**src/rtl/dma_irq_ctrl_pkg.sv**
```systemverilog
// ---------------------------------------------------------------------------
// dma_irq_ctrl_pkg
// Shared definitions for the DMA interrupt controller:
//   - register offsets of the AXI4-Lite register map
//   - AXI response codes
//   - write/read channel FSM state encodings
//   - register-select decode result type
//   - byte-strobe to bit-mask helper
// ---------------------------------------------------------------------------
package dma_irq_ctrl_pkg;

  localparam logic [7:0] REG_PENDING = 8'h00;
  localparam logic [7:0] REG_ENABLE  = 8'h04;
  localparam logic [7:0] REG_RAW     = 8'h08;
  localparam logic [7:0] REG_EVCNT   = 8'h0C;

  localparam logic [1:0] RESP_OKAY   = 2'b00;
  localparam logic [1:0] RESP_SLVERR = 2'b10;

  typedef enum logic { W_IDLE, W_RESP } wr_state_e;
  typedef enum logic { R_IDLE, R_DATA } rd_state_e;

  typedef enum logic [2:0] {
    SEL_PENDING,
    SEL_ENABLE,
    SEL_RAW,
    SEL_EVCNT,
    SEL_NONE
  } reg_sel_e;

  // Expand a 4-bit byte strobe into a 32-bit per-bit write mask.
  function automatic logic [31:0] strb_to_mask(input logic [3:0] strb);
    logic [31:0] mask;
    mask = 32'h0000_0000;
    for (int b = 0; b < 4; b++) begin
      mask[b*8 +: 8] = {8{strb[b]}};
    end
    return mask;
  endfunction

endpackage

```
**src/rtl/dma_irq_edge_detect.sv**
```systemverilog
// ---------------------------------------------------------------------------
// dma_irq_edge_detect
// Per-source rising-edge detector for the DMA done lines.
// Optional build macro: IRQ_CTRL_SYNC_EN -- when defined, each source first
// passes through a 2-flop synchronizer (reset 0); otherwise irq_i is used as is.
// Ports:
//   clock   in   single clock
//   reset   in   asynchronous active-high reset
//   irq_i   in   [IrqCount] raw interrupt sources
//   raw_o   out  [IrqCount] source level after optional synchronization
//   rise_o  out  [IrqCount] one-cycle pulse on each 0->1 transition of raw_o
// ---------------------------------------------------------------------------
module dma_irq_edge_detect
  import dma_irq_ctrl_pkg::*;
#(
  parameter int IrqCount = 2
) (
  input  logic                clock,
  input  logic                reset,
  input  logic [IrqCount-1:0] irq_i,
  output logic [IrqCount-1:0] raw_o,
  output logic [IrqCount-1:0] rise_o
);

  logic [IrqCount-1:0] prev_q;

`ifdef IRQ_CTRL_SYNC_EN
  logic [IrqCount-1:0] sync1_q;
  logic [IrqCount-1:0] sync2_q;

  // Two-stage synchronizer for the asynchronous DMA done lines
  always_ff @(posedge clock or posedge reset) begin
    if (reset) begin
      sync1_q <= '0;
      sync2_q <= '0;
    end else begin
      sync1_q <= irq_i;
      sync2_q <= sync1_q;
    end
  end

  assign raw_o = sync2_q;
`else
  assign raw_o = irq_i;
`endif

  // Previous-level register used to detect 0->1 transitions
  always_ff @(posedge clock or posedge reset) begin
    if (reset) begin
      prev_q <= '0;
    end else begin
      prev_q <= raw_o;
    end
  end

  assign rise_o = raw_o & ~prev_q;

endmodule

```
**src/rtl/dma_irq_controller.sv**
```systemverilog
// ---------------------------------------------------------------------------
// dma_irq_controller
// AXI4-Lite interrupt controller for the FastVDMA done outputs. Each source is
// edge detected, latched into PENDING, masked by ENABLE and driven out as a
// registered level interrupt (irq_o = pending & enable).
// Register map (word aligned, addr[1:0] ignored):
//   0x0 PENDING RW1C   0x4 ENABLE RW   0x8 RAW RO   0xC EVCNT RO (write clears)
// Optional build macro: IRQ_CTRL_SYNC_EN (2-flop input synchronizer, see
// dma_irq_edge_detect).
// Ports:
//   clock, reset                 clock / asynchronous active-high reset
//   irq_i  [IrqCount]            sources (bit0 = writerDone, bit1 = readerDone)
//   irq_o  [IrqCount]            registered level interrupts
//   aw*/w*/b*                    AXI4-Lite write address/data/response channels
//   ar*/r*                       AXI4-Lite read address/data channels
// ---------------------------------------------------------------------------
module dma_irq_controller
  import dma_irq_ctrl_pkg::*;
#(
  parameter int IrqCount  = 2,
  parameter int AddrWidth = 4
) (
  input  logic                 clock,
  input  logic                 reset,
  input  logic [IrqCount-1:0]  irq_i,
  output logic [IrqCount-1:0]  irq_o,
  input  logic [AddrWidth-1:0] awaddr,
  input  logic                 awvalid,
  output logic                 awready,
  input  logic [31:0]          wdata,
  input  logic [3:0]           wstrb,
  input  logic                 wvalid,
  output logic                 wready,
  output logic [1:0]           bresp,
  output logic                 bvalid,
  input  logic                 bready,
  input  logic [AddrWidth-1:0] araddr,
  input  logic                 arvalid,
  output logic                 arready,
  output logic [31:0]          rdata,
  output logic [1:0]           rresp,
  output logic                 rvalid,
  input  logic                 rready
);

  // Map an address onto a register; anything outside 0x0-0xC is unmapped.
  function automatic reg_sel_e decode_addr(input logic [AddrWidth-1:0] addr);
    logic [31:0] off;
    reg_sel_e    sel;
    off = 32'(addr) & 32'hFFFF_FFFC;
    case (off)
      32'(REG_PENDING): sel = SEL_PENDING;
      32'(REG_ENABLE):  sel = SEL_ENABLE;
      32'(REG_RAW):     sel = SEL_RAW;
      32'(REG_EVCNT):   sel = SEL_EVCNT;
      default:          sel = SEL_NONE;
    endcase
    return sel;
  endfunction

  logic [IrqCount-1:0]  raw_s, rise_s;
  logic [IrqCount-1:0]  pending_q, pending_d, enable_q, enable_d, irq_q;
  logic [15:0]          evcnt_q, evcnt_d;
  logic                 evcnt_clr_s;
  logic [5:0]           rise_cnt_s;
  logic [16:0]          evcnt_sum_s;

  wr_state_e            wr_state_q;
  rd_state_e            rd_state_q;
  logic                 aw_held_q, w_held_q;
  logic [AddrWidth-1:0] awaddr_q;
  logic [31:0]          wdata_q;
  logic [3:0]           wstrb_q;
  logic                 awready_q, wready_q, bvalid_q;
  logic [1:0]           bresp_q;
  logic                 arready_q, rvalid_q;
  logic [31:0]          rdata_q;
  logic [1:0]           rresp_q;

  logic                 aw_hs_s, w_hs_s, aw_have_s, w_have_s, wr_commit_s;
  logic [AddrWidth-1:0] wr_addr_s;
  logic [31:0]          wr_data_s, wr_mask_s;
  logic [3:0]           wr_strb_s;
  logic [IrqCount-1:0]  wr_bits_s, wr_bmask_s;
  reg_sel_e             wr_sel_s, rd_sel_s;
  logic [1:0]           wr_resp_s, rd_resp_s;
  logic [31:0]          rd_data_s;
  logic                 unused_s;

  dma_irq_edge_detect #(
    .IrqCount(IrqCount)
  ) u_edge (
    .clock (clock),
    .reset (reset),
    .irq_i (irq_i),
    .raw_o (raw_s),
    .rise_o(rise_s)
  );

  // A beat counts as "held" if latched earlier or handshaking this cycle, so
  // AW and W may arrive in either order or together.
  assign aw_hs_s     = awvalid & awready_q;
  assign w_hs_s      = wvalid & wready_q;
  assign aw_have_s   = aw_held_q | aw_hs_s;
  assign w_have_s    = w_held_q | w_hs_s;
  assign wr_commit_s = (wr_state_q == W_IDLE) & aw_have_s & w_have_s;

  assign wr_addr_s   = aw_held_q ? awaddr_q : awaddr;
  assign wr_data_s   = w_held_q ? wdata_q : wdata;
  assign wr_strb_s   = w_held_q ? wstrb_q : wstrb;
  assign wr_mask_s   = strb_to_mask(wr_strb_s);
  assign wr_bits_s   = wr_data_s[IrqCount-1:0];
  assign wr_bmask_s  = wr_mask_s[IrqCount-1:0];
  assign wr_sel_s    = decode_addr(wr_addr_s);
  assign rd_sel_s    = decode_addr(araddr);

  // Data bits above IrqCount are intentionally discarded.
  assign unused_s    = ^{wr_data_s, wr_mask_s};

  // Next-state of PENDING/ENABLE/EVCNT and the write response code
  always_comb begin
    pending_d   = pending_q;
    enable_d    = enable_q;
    evcnt_clr_s = 1'b0;
    wr_resp_s   = RESP_SLVERR;
    if (wr_commit_s) begin
      case (wr_sel_s)
        SEL_PENDING: begin
          pending_d = pending_q & ~(wr_bits_s & wr_bmask_s);
          wr_resp_s = RESP_OKAY;
        end
        SEL_ENABLE: begin
          enable_d  = (enable_q & ~wr_bmask_s) | (wr_bits_s & wr_bmask_s);
          wr_resp_s = RESP_OKAY;
        end
        SEL_EVCNT: begin
          evcnt_clr_s = 1'b1;
          wr_resp_s   = RESP_OKAY;
        end
        default: begin
          wr_resp_s = RESP_SLVERR;
        end
      endcase
    end else begin
      wr_resp_s = RESP_SLVERR;
    end
    // A new edge wins over a simultaneous W1C of the same bit.
    pending_d = pending_d | rise_s;
  end

  // Saturating edge counter; a clear coinciding with edges keeps those edges
  always_comb begin
    rise_cnt_s = 6'd0;
    for (int i = 0; i < IrqCount; i++) begin
      rise_cnt_s = rise_cnt_s + 6'(rise_s[i]);
    end
    evcnt_sum_s = (evcnt_clr_s ? 17'd0 : {1'b0, evcnt_q}) + 17'(rise_cnt_s);
    if (evcnt_sum_s[16]) begin
      evcnt_d = 16'hFFFF;
    end else begin
      evcnt_d = evcnt_sum_s[15:0];
    end
  end

  // Read data / response for the address currently presented on AR
  always_comb begin
    rd_data_s = 32'h0000_0000;
    rd_resp_s = RESP_OKAY;
    case (rd_sel_s)
      SEL_PENDING: rd_data_s = 32'(pending_q);
      SEL_ENABLE:  rd_data_s = 32'(enable_q);
      SEL_RAW:     rd_data_s = 32'(raw_s);
      SEL_EVCNT:   rd_data_s = {16'h0000, evcnt_q};
      default: begin
        rd_data_s = 32'h0000_0000;
        rd_resp_s = RESP_SLVERR;
      end
    endcase
  end

  // Interrupt state registers and registered interrupt outputs
  always_ff @(posedge clock or posedge reset) begin
    if (reset) begin
      pending_q <= '0;
      enable_q  <= '0;
      evcnt_q   <= 16'h0000;
      irq_q     <= '0;
    end else begin
      pending_q <= pending_d;
      enable_q  <= enable_d;
      evcnt_q   <= evcnt_d;
      irq_q     <= pending_q & enable_q;
    end
  end

  // Write channel FSM: latch AW/W independently, commit once, hold B until taken
  always_ff @(posedge clock or posedge reset) begin
    if (reset) begin
      wr_state_q <= W_IDLE;
      aw_held_q  <= 1'b0;
      w_held_q   <= 1'b0;
      awaddr_q   <= '0;
      wdata_q    <= 32'h0000_0000;
      wstrb_q    <= 4'h0;
      awready_q  <= 1'b0;
      wready_q   <= 1'b0;
      bvalid_q   <= 1'b0;
      bresp_q    <= RESP_OKAY;
    end else begin
      case (wr_state_q)
        W_IDLE: begin
          if (wr_commit_s) begin
            wr_state_q <= W_RESP;
            bvalid_q   <= 1'b1;
            bresp_q    <= wr_resp_s;
            awready_q  <= 1'b0;
            wready_q   <= 1'b0;
            aw_held_q  <= 1'b0;
            w_held_q   <= 1'b0;
          end else begin
            if (aw_hs_s) begin
              aw_held_q <= 1'b1;
              awaddr_q  <= awaddr;
            end
            if (w_hs_s) begin
              w_held_q <= 1'b1;
              wdata_q  <= wdata;
              wstrb_q  <= wstrb;
            end
            // Stop accepting a channel once its beat is latched.
            awready_q <= ~aw_have_s;
            wready_q  <= ~w_have_s;
          end
        end
        W_RESP: begin
          if (bready) begin
            wr_state_q <= W_IDLE;
            bvalid_q   <= 1'b0;
            bresp_q    <= RESP_OKAY;
            awready_q  <= 1'b1;
            wready_q   <= 1'b1;
          end
        end
        default: begin
          wr_state_q <= W_IDLE;
          bvalid_q   <= 1'b0;
          awready_q  <= 1'b0;
          wready_q   <= 1'b0;
        end
      endcase
    end
  end

  // Read channel FSM: capture data on AR handshake, hold R until taken
  always_ff @(posedge clock or posedge reset) begin
    if (reset) begin
      rd_state_q <= R_IDLE;
      arready_q  <= 1'b0;
      rvalid_q   <= 1'b0;
      rdata_q    <= 32'h0000_0000;
      rresp_q    <= RESP_OKAY;
    end else begin
      case (rd_state_q)
        R_IDLE: begin
          if (arvalid && arready_q) begin
            rd_state_q <= R_DATA;
            rdata_q    <= rd_data_s;
            rresp_q    <= rd_resp_s;
            rvalid_q   <= 1'b1;
            arready_q  <= 1'b0;
          end else begin
            arready_q <= 1'b1;
          end
        end
        R_DATA: begin
          if (rready) begin
            rd_state_q <= R_IDLE;
            rvalid_q   <= 1'b0;
            arready_q  <= 1'b1;
          end
        end
        default: begin
          rd_state_q <= R_IDLE;
          rvalid_q   <= 1'b0;
          arready_q  <= 1'b0;
        end
      endcase
    end
  end

  assign irq_o   = irq_q;
  assign awready = awready_q;
  assign wready  = wready_q;
  assign bvalid  = bvalid_q;
  assign bresp   = bresp_q;
  assign arready = arready_q;
  assign rvalid  = rvalid_q;
  assign rdata   = rdata_q;
  assign rresp   = rresp_q;

endmodule

```
**config.mk**
```make
export PLATFORM = sky130hd
export DESIGN_NAME = dma_irq_controller
export DESIGN_NICKNAME = d
export VERILOG_FILES = /design/src/rtl/dma_irq_ctrl_pkg.sv /design/src/rtl/dma_irq_edge_detect.sv /design/src/rtl/dma_irq_controller.sv
export SDC_FILE = /design/constraint.sdc
export NUM_CORES = 1
export LEC_CHECK = 0
export CAP_MARGIN = 20
export CORE_MARGIN = 2
export CORE_UTILIZATION = 45
export DETAILED_ROUTE_END_ITERATION = 8
export GPL_ROUTABILITY_DRIVEN = 0
export PLACE_DENSITY = 0.91
export SYNTH_ARGS = -nofsm -noshare
export SYNTH_HDL_FRONTEND = slang
export SYNTH_SLANG_ARGS = --single-unit
```
**constraint.sdc**
```tcl
create_clock -name clock -period 2.9 [get_ports clock]
set_input_delay 0.435 -clock clock [delete_from_list [all_inputs] [get_ports clock]]
set_output_delay 0.435 -clock clock [all_outputs]
set_load 0.01 [all_outputs]
```
## After elaboration in Yosys (flattened, before gate mapping)

Index checks and enable logic that the tools add are counted.
Widths: inputs -> output; s select.

- Magnitude comparators: 0
- Divide/modulo/power cells: 0
- $add $sub $neg: 2
- Multipliers: 0
- Bitwise logic cells: 21
- Mux-type cells: 41
- Shift operators: 0
- Eq/ne operators: 15
- Reduce and logical (&&, ||, !) cells: 17

Operator list:

| cell | number |
|---|---|
| $logic_not 32->1 | 2 |
| $pmux 16 s4 | 1 |
| $mux 16 | 2 |
| $pmux 3 s4 | 2 |
| $mux 1 | 20 |
| $add 16x2->17 | 1 |
| $mux 2 | 7 |
| $pmux 1 s2 | 7 |
| $reduce_and 2->1 | 6 |
| $and 2x2->2 | 5 |
| $eq 3x2->1 const B | 3 |
| $eq 2x2->1 const B | 4 |
| $ne 2x2->1 const B | 4 |
| $eq 3x1->1 const B | 2 |
| $logic_not 3->1 | 2 |
| $not 2->2 | 3 |
| $reduce_and 3->1 | 2 |
| $not 1->1 | 5 |
| $and 1x1->1 | 4 |
| $eq 2x1->1 const B | 2 |
| $mux 4 | 1 |
| $or 2x2->2 | 2 |
| $pmux 2 s2 | 1 |
| $reduce_bool 2->1 | 2 |
| other kinds (5) | 6 |

- Bits in read-only memories: 0
- Memory bits (writable): 0
- Latch bits: 0
- Memories: 0
- Word-level logic and storage cells: 116
- Flip-flop bits (word level): 76
- Input bits: 53
- Output and inout bits: 43

## Longest topological paths before layout

- Depth in word-level cells: 9
- Gate-level depth with buffers: 13
- Depth with buffers taken out: 11

## By module

A second synthesis with hierarchy kept.

- Cells, all modules: 265
- Area total of the unflattened synthesis: 2,730.1 um^2

By module, submodules not included:

| module | cells each | times used | area an instance (um^2) | seq. area each (um^2) |
|---|---|---|---|---|
| dma_irq_controller | 258 | 1 | 2,633.8 | 1,351.3 |
| dma_irq_edge_detect | 7 | 1 | 96.3 | 50.0 |

## Worst setup path before layout

Ideal clock, no wire load.

- Path type: input to register
- Start point: in wvalid
- End point: reg evcnt_q[15]
- Stages: 11
- Setup time: 0.086 ns
- Data arrival time: 2.564 ns
- Setup slack: 0.250 ns
- Data required time: 2.814 ns
- Path buffers: 0
- Cells stage by stage: a21oi_1 > nor3_1 > nand2_1 > nand2_1 > fa_1 > inv_1 > ha_1 > nand2_1 > nor4_4 > and3b_1 > nor3_1

- Word-level cells in the longest chain between the ends: 7

RTL lines:

| what | line | RTL |
|---|---|---|
| start: declaration | dma_irq_controller.sv:32 | `input logic wvalid,` |
| $and 1x1->1 | dma_irq_controller.sv:103 | `assign w_hs_s = wvalid & wready_q;` |
| $or 1x1->1 | dma_irq_controller.sv:105 | `assign w_have_s = w_held_q \| w_hs_s;` |
| $and 1x1->1 | dma_irq_controller.sv:106 | `assign wr_commit_s = (wr_state_q == W_IDLE) & aw_have_s & w_have_s;` |
| $mux 1 | dma_irq_controller.sv:126 | `if (wr_commit_s) begin` |
| $mux 16 | dma_irq_controller.sv:157 | `evcnt_sum_s = (evcnt_clr_s ? 17'd0 : {1'b0, evcnt_q}) + 17'(rise_cnt_s);` |
| $add 16x2->17 | dma_irq_controller.sv:157 |  |
| $mux 16 | dma_irq_controller.sv:158 | `if (evcnt_sum_s[16]) begin` |
| net evcnt_d[15] | dma_irq_controller.sv:63 | `logic [15:0] evcnt_q, evcnt_d;` |
| end signal: assignment | dma_irq_controller.sv:191 | `evcnt_q <= evcnt_d;` |
| end: declaration | dma_irq_controller.sv:63 |  |

The timed path passes the listed nets, and every way through them passes these cells.
A chain may end at the register's enable or synchronous reset.

## Worst setup path after layout

- Start point: in awvalid
- End point: reg evcnt_q[15]

- Word-level cells in the longest chain between the ends: 8

RTL lines:

| what | line | RTL |
|---|---|---|
| start: declaration | dma_irq_controller.sv:28 | `input logic awvalid,` |
| $and 1x1->1 | dma_irq_controller.sv:102 | `assign aw_hs_s = awvalid & awready_q;` |
| $or 1x1->1 | dma_irq_controller.sv:104 | `assign aw_have_s = aw_held_q \| aw_hs_s;` |
| $and 1x1->1 (2 in a row) | dma_irq_controller.sv:106 |  |
| $mux 1 | dma_irq_controller.sv:126 |  |
| $mux 16 | dma_irq_controller.sv:157 |  |
| $add 16x2->17 | dma_irq_controller.sv:157 |  |
| $mux 16 | dma_irq_controller.sv:158 |  |
| net evcnt_d[15] | dma_irq_controller.sv:63 |  |

The timed path passes the listed nets, and every way through them passes these cells.

==> flow_summary_export.csv <==
group,metric,value,unit
synthesis,synth.avg_cell_area,10.6,µm²
grt,first_global_vias,2028,
route,wl,5670,µm
synthesis,synth_top_cell_by_area,"dfrtp_1",
power_and_ir_drop,p_int,1.61,mW
grt,overflow,0,
cells_and_area,drive_gt1_share,17.4,%
grt,grt_max_degree,35,
floorplan,num_rows,28,
timing,slew_headroom,56.3,%
floorplan,die_h,82.2,µm
power_and_ir_drop,power_switching,0.851,mW
worst_setup_path,endpoint_kind,"flop",
run,drv_cap,0,
floorplan,pin_count,96,
timing,setup_viol,0,
clock_tree,cts-buffers-inserted,5,
grt,antenna_found_initial,0,
hold_path,hold_class,"input port to async pin",
outcome,status,"complete, no violations",
worst_setup_path,cp.arrival,2.96,ns
timing,finalClockSkew,0.00928,ns
clock_tree,holdBufCountCts,0,
synthesis,syn_inst,259,
timing,fin_crit_sh,94.0,%
synthesis,ys_warn_count,0,
synthesis,ys_seq_area_share,50.9,%
worst_setup_path,critPathRequiredTime,3.13,ns
timing,max_freq,0.367,GHz
synthesis,yosys-top-cells-area,"dfrtp_1, nand2_1, buf_4",
power_and_ir_drop,ir_worst_vdd,0.344,mV
clock_tree,tritoncts,"yes",
worst_setup_path,crit_path_start_kind,"input port",
power_and_ir_drop,seq_power_share,47.5,%
power_and_ir_drop,p_sw_share,34.6,%
cells_and_area,diodes,0,
synthesis,netlist_area,0.00276,mm²
synthesis,synth_ff_type,"dfrtp_1",
worst_setup_path,crit_type,"input port to flop",
synthesis,synth-seq-cells,56,
cells_and_area,syn2layout_area_growth,22.5,%
timing,hold_violations,0,
floorplan,coreArea,0.00592,mm²
synthesis,synth_top_area_share,50.9,%
route,post-route-drc-count,0,
power_and_ir_drop,leakagePower,1.46,nW
timing,rsz0062_at_grt,"no",
route,drt-pass1-iter-count,4,
route,antenna_left,0,
worst_setup_path,crit_fanout,3,
grt,grt.total_usage,18.6,%
route,vias,2047,
worst_setup_path,cpMaxStageDelayCell,"clkdlybuf4s50_1",
synthesis,yosysUniqueCellTypes,51,
route,viasPerCell,5.22,
power_and_ir_drop,clkPwrFrac,17.5,%
synthesis,synth-edff-count,0,
grt,grt_pass1_wl,9560,µm
power_and_ir_drop,combPwrFrac,35.1,%
route,drt_iter0_drc,180,
cells_and_area,nets,371,
worst_setup_path,rr_startpoint,"aw_held_q",
power_and_ir_drop,powerDensity,729,mW/mm²
timing,holdWs,0.432,ns
clock_tree,cts-root-buf,"clkbuf_8",
clock_tree,clkLatencyLatePin,0.31,ns
cells_and_area,fillers,475,
worst_setup_path,crit_chain,"clkdlybuf4s50_1 -> a21oi_1 -> nor3_1 -> nand2_1 -> nand2_1 -> fa_1 -> inv_1 -> ha_1 -> nand2_2 -> nor4_4 -> and3b_1 -> nor3_1",
worst_setup_path,crit_start,"awvalid",
worst_setup_path,critPathMaxStageDelay,0.44,ns
power_and_ir_drop,power.total,2.46,mW
place,io_buffers,40,
place,place_hpwl,4160,µm
floorplan,dieArea,0.00676,mm²
timing,fin_tns_setup,0,ns
clock_tree,cts_num_sinks,56,
timing,drv_slew,0,
clock_tree,cts_max_level,2,
synthesis,synthArstFlopShare,100,%
clock_tree,clk_path_buf_depth,2,
route,wl_per_cell,14.5,µm
floorplan,die_x,82.2,µm
timing,fin_crit,2.73,ns
floorplan,initial_core_util,46.5,%
clock_tree,cts.clk_slew.worst_paths,0.10,ns
timing,worst_pin_slew,0.655,ns
per-layer routing:
metal	global-route usage, %	wire [µm]	up-vias
li1	-	-	969
met1	22.2	2300	990
met2	31.9	2960	75
met3	3.80	277	13
met4	8.83	127	0
met5	0	0	-
Yosys cell counts (all sizes together), types with 3 or more instances:
cell type and count:
and2 4, nor3 7, clkbuf 5, mux2 11, nand3 10, a21oi 12
a31oi 3, nand2b 3, nand2 45, nand3b 3, nand4 3, nor2 12
inv 7, o21ai 17, nor4 3, dfrtp 56, xnor2 7, buf 21
nor2b 4
layout by cell type, fill, tap and decap left out, drive strengths merged, types with 2 or more instances in the layout:
master	n
clkbuf	5
clkdlybuf4s50	40
xor2	2
o21ai	17
nor3	7
and2	4
mux2i	2
dfrtp	56
mux2	11
buf	19
inv	8
a31oi	3
nand3b	3
nor2b	4
xnor2	7
o22a	2
nand2	45
mux4	2
nor4	3
nand4	3
nand2b	3
conb	18
nand3	10
a21oi	12
nor2	12
logic make-up after synthesis:
family / count (synthesis) / synth area share [%]
xor+xnor: 9 / 2.86
fa+ha+maj: 2 / 1.18
flops: 56 / 50.9
buf+inv: 33 / 7.54
other cells: 1 / 0.136
compound gates: 43 / 10.4
simple gates: 100 / 20.2
mux: 15 / 6.86
critical path, delay by kind of cell:
family                     cells  cell delay [ns]
adders and majority gates      2             0.62
buffers and inverters          2             0.56
and+or+nand+nor                7             1.13
AOI/OAI and AO/OA              1             0.21
flip-flops by register name (all words and copies together) (netlist names), named ones only:
signal	flops
arready	1
aw_held_q	1
awaddr_q	2
awready	1
bresp	1
bvalid	1
evcnt_q	16
irq_o	2
pending_q	2
rd_state_q	1
rdata	16
rresp	1
rvalid	1
u_edge.prev_q	2
w_held_q	1
wdata_q	2
wr_state_q	1
wready	1
wstrb_q	1
final cells by class:
type | count | area [µm²] | area share, %
flip-flops and latches | 56 | 1400 | 41.5
clock inverters | 3 | 21.3 | 0.630
repair buffers | 59 | 543 | 16.1
multi-input cells | 187 | 1220 | 36.2
clock buffers | 5 | 68.8 | 2.04
inverters | 7 | 26.3 | 0.778
well taps | 75 | 93.8 | 2.78
through the flow:
step / utilization, % / worst slack [ns] / area (µm²) / std cells
2_1_floorplan: - / 0.250 / 2820 / 276
3_3_place_gp: 55.2 / -0.0000568 / 3270 / 383
3_5_place_dp: 55.2 / -0.182 / 3270 / 383
4_1_cts: 56.7 / 0.0860 / 3360 / 391
5_1_grt: 57.0 / 0.0413 / 3380 / 392
6_report: 57.0 / 0.174 / 3380 / 392
power groups by stage:
stage | sequential, mW | clock, mW | combinational, mW
after CTS | 1.16 | 0.435 | 0.864
after global placement | 1.16 | 0 | 0.817
after global routing | 1.20 | 0.466 | 0.950
after floorplan | 1.16 | 0 | 0.520
final | 1.17 | 0.430 | 0.863
after detailed placement | 1.18 | 0 | 0.854
repair_timing:
item,4_1_cts,5_1_grt
setup endpoints to repair,0,14
buffers inserted,0,1
gates resized for setup,0,3
worst paths after layout:
kind / end / slack (ns) / depth (start not counted)
min in group clock: rdata[10] / 0.48 / 2
setup reg to reg: evcnt_q[15] / 0.24 / 11
hold / removal: wdata_q[0] / 0.43 / 2
max in group asynchronous: evcnt_q[14] / 1.83 / 3
setup / recovery: evcnt_q[15] / 0.17 / 12
hold reg to reg: rdata[10] / 0.48 / 2
(Power assumes the default switching activity.)
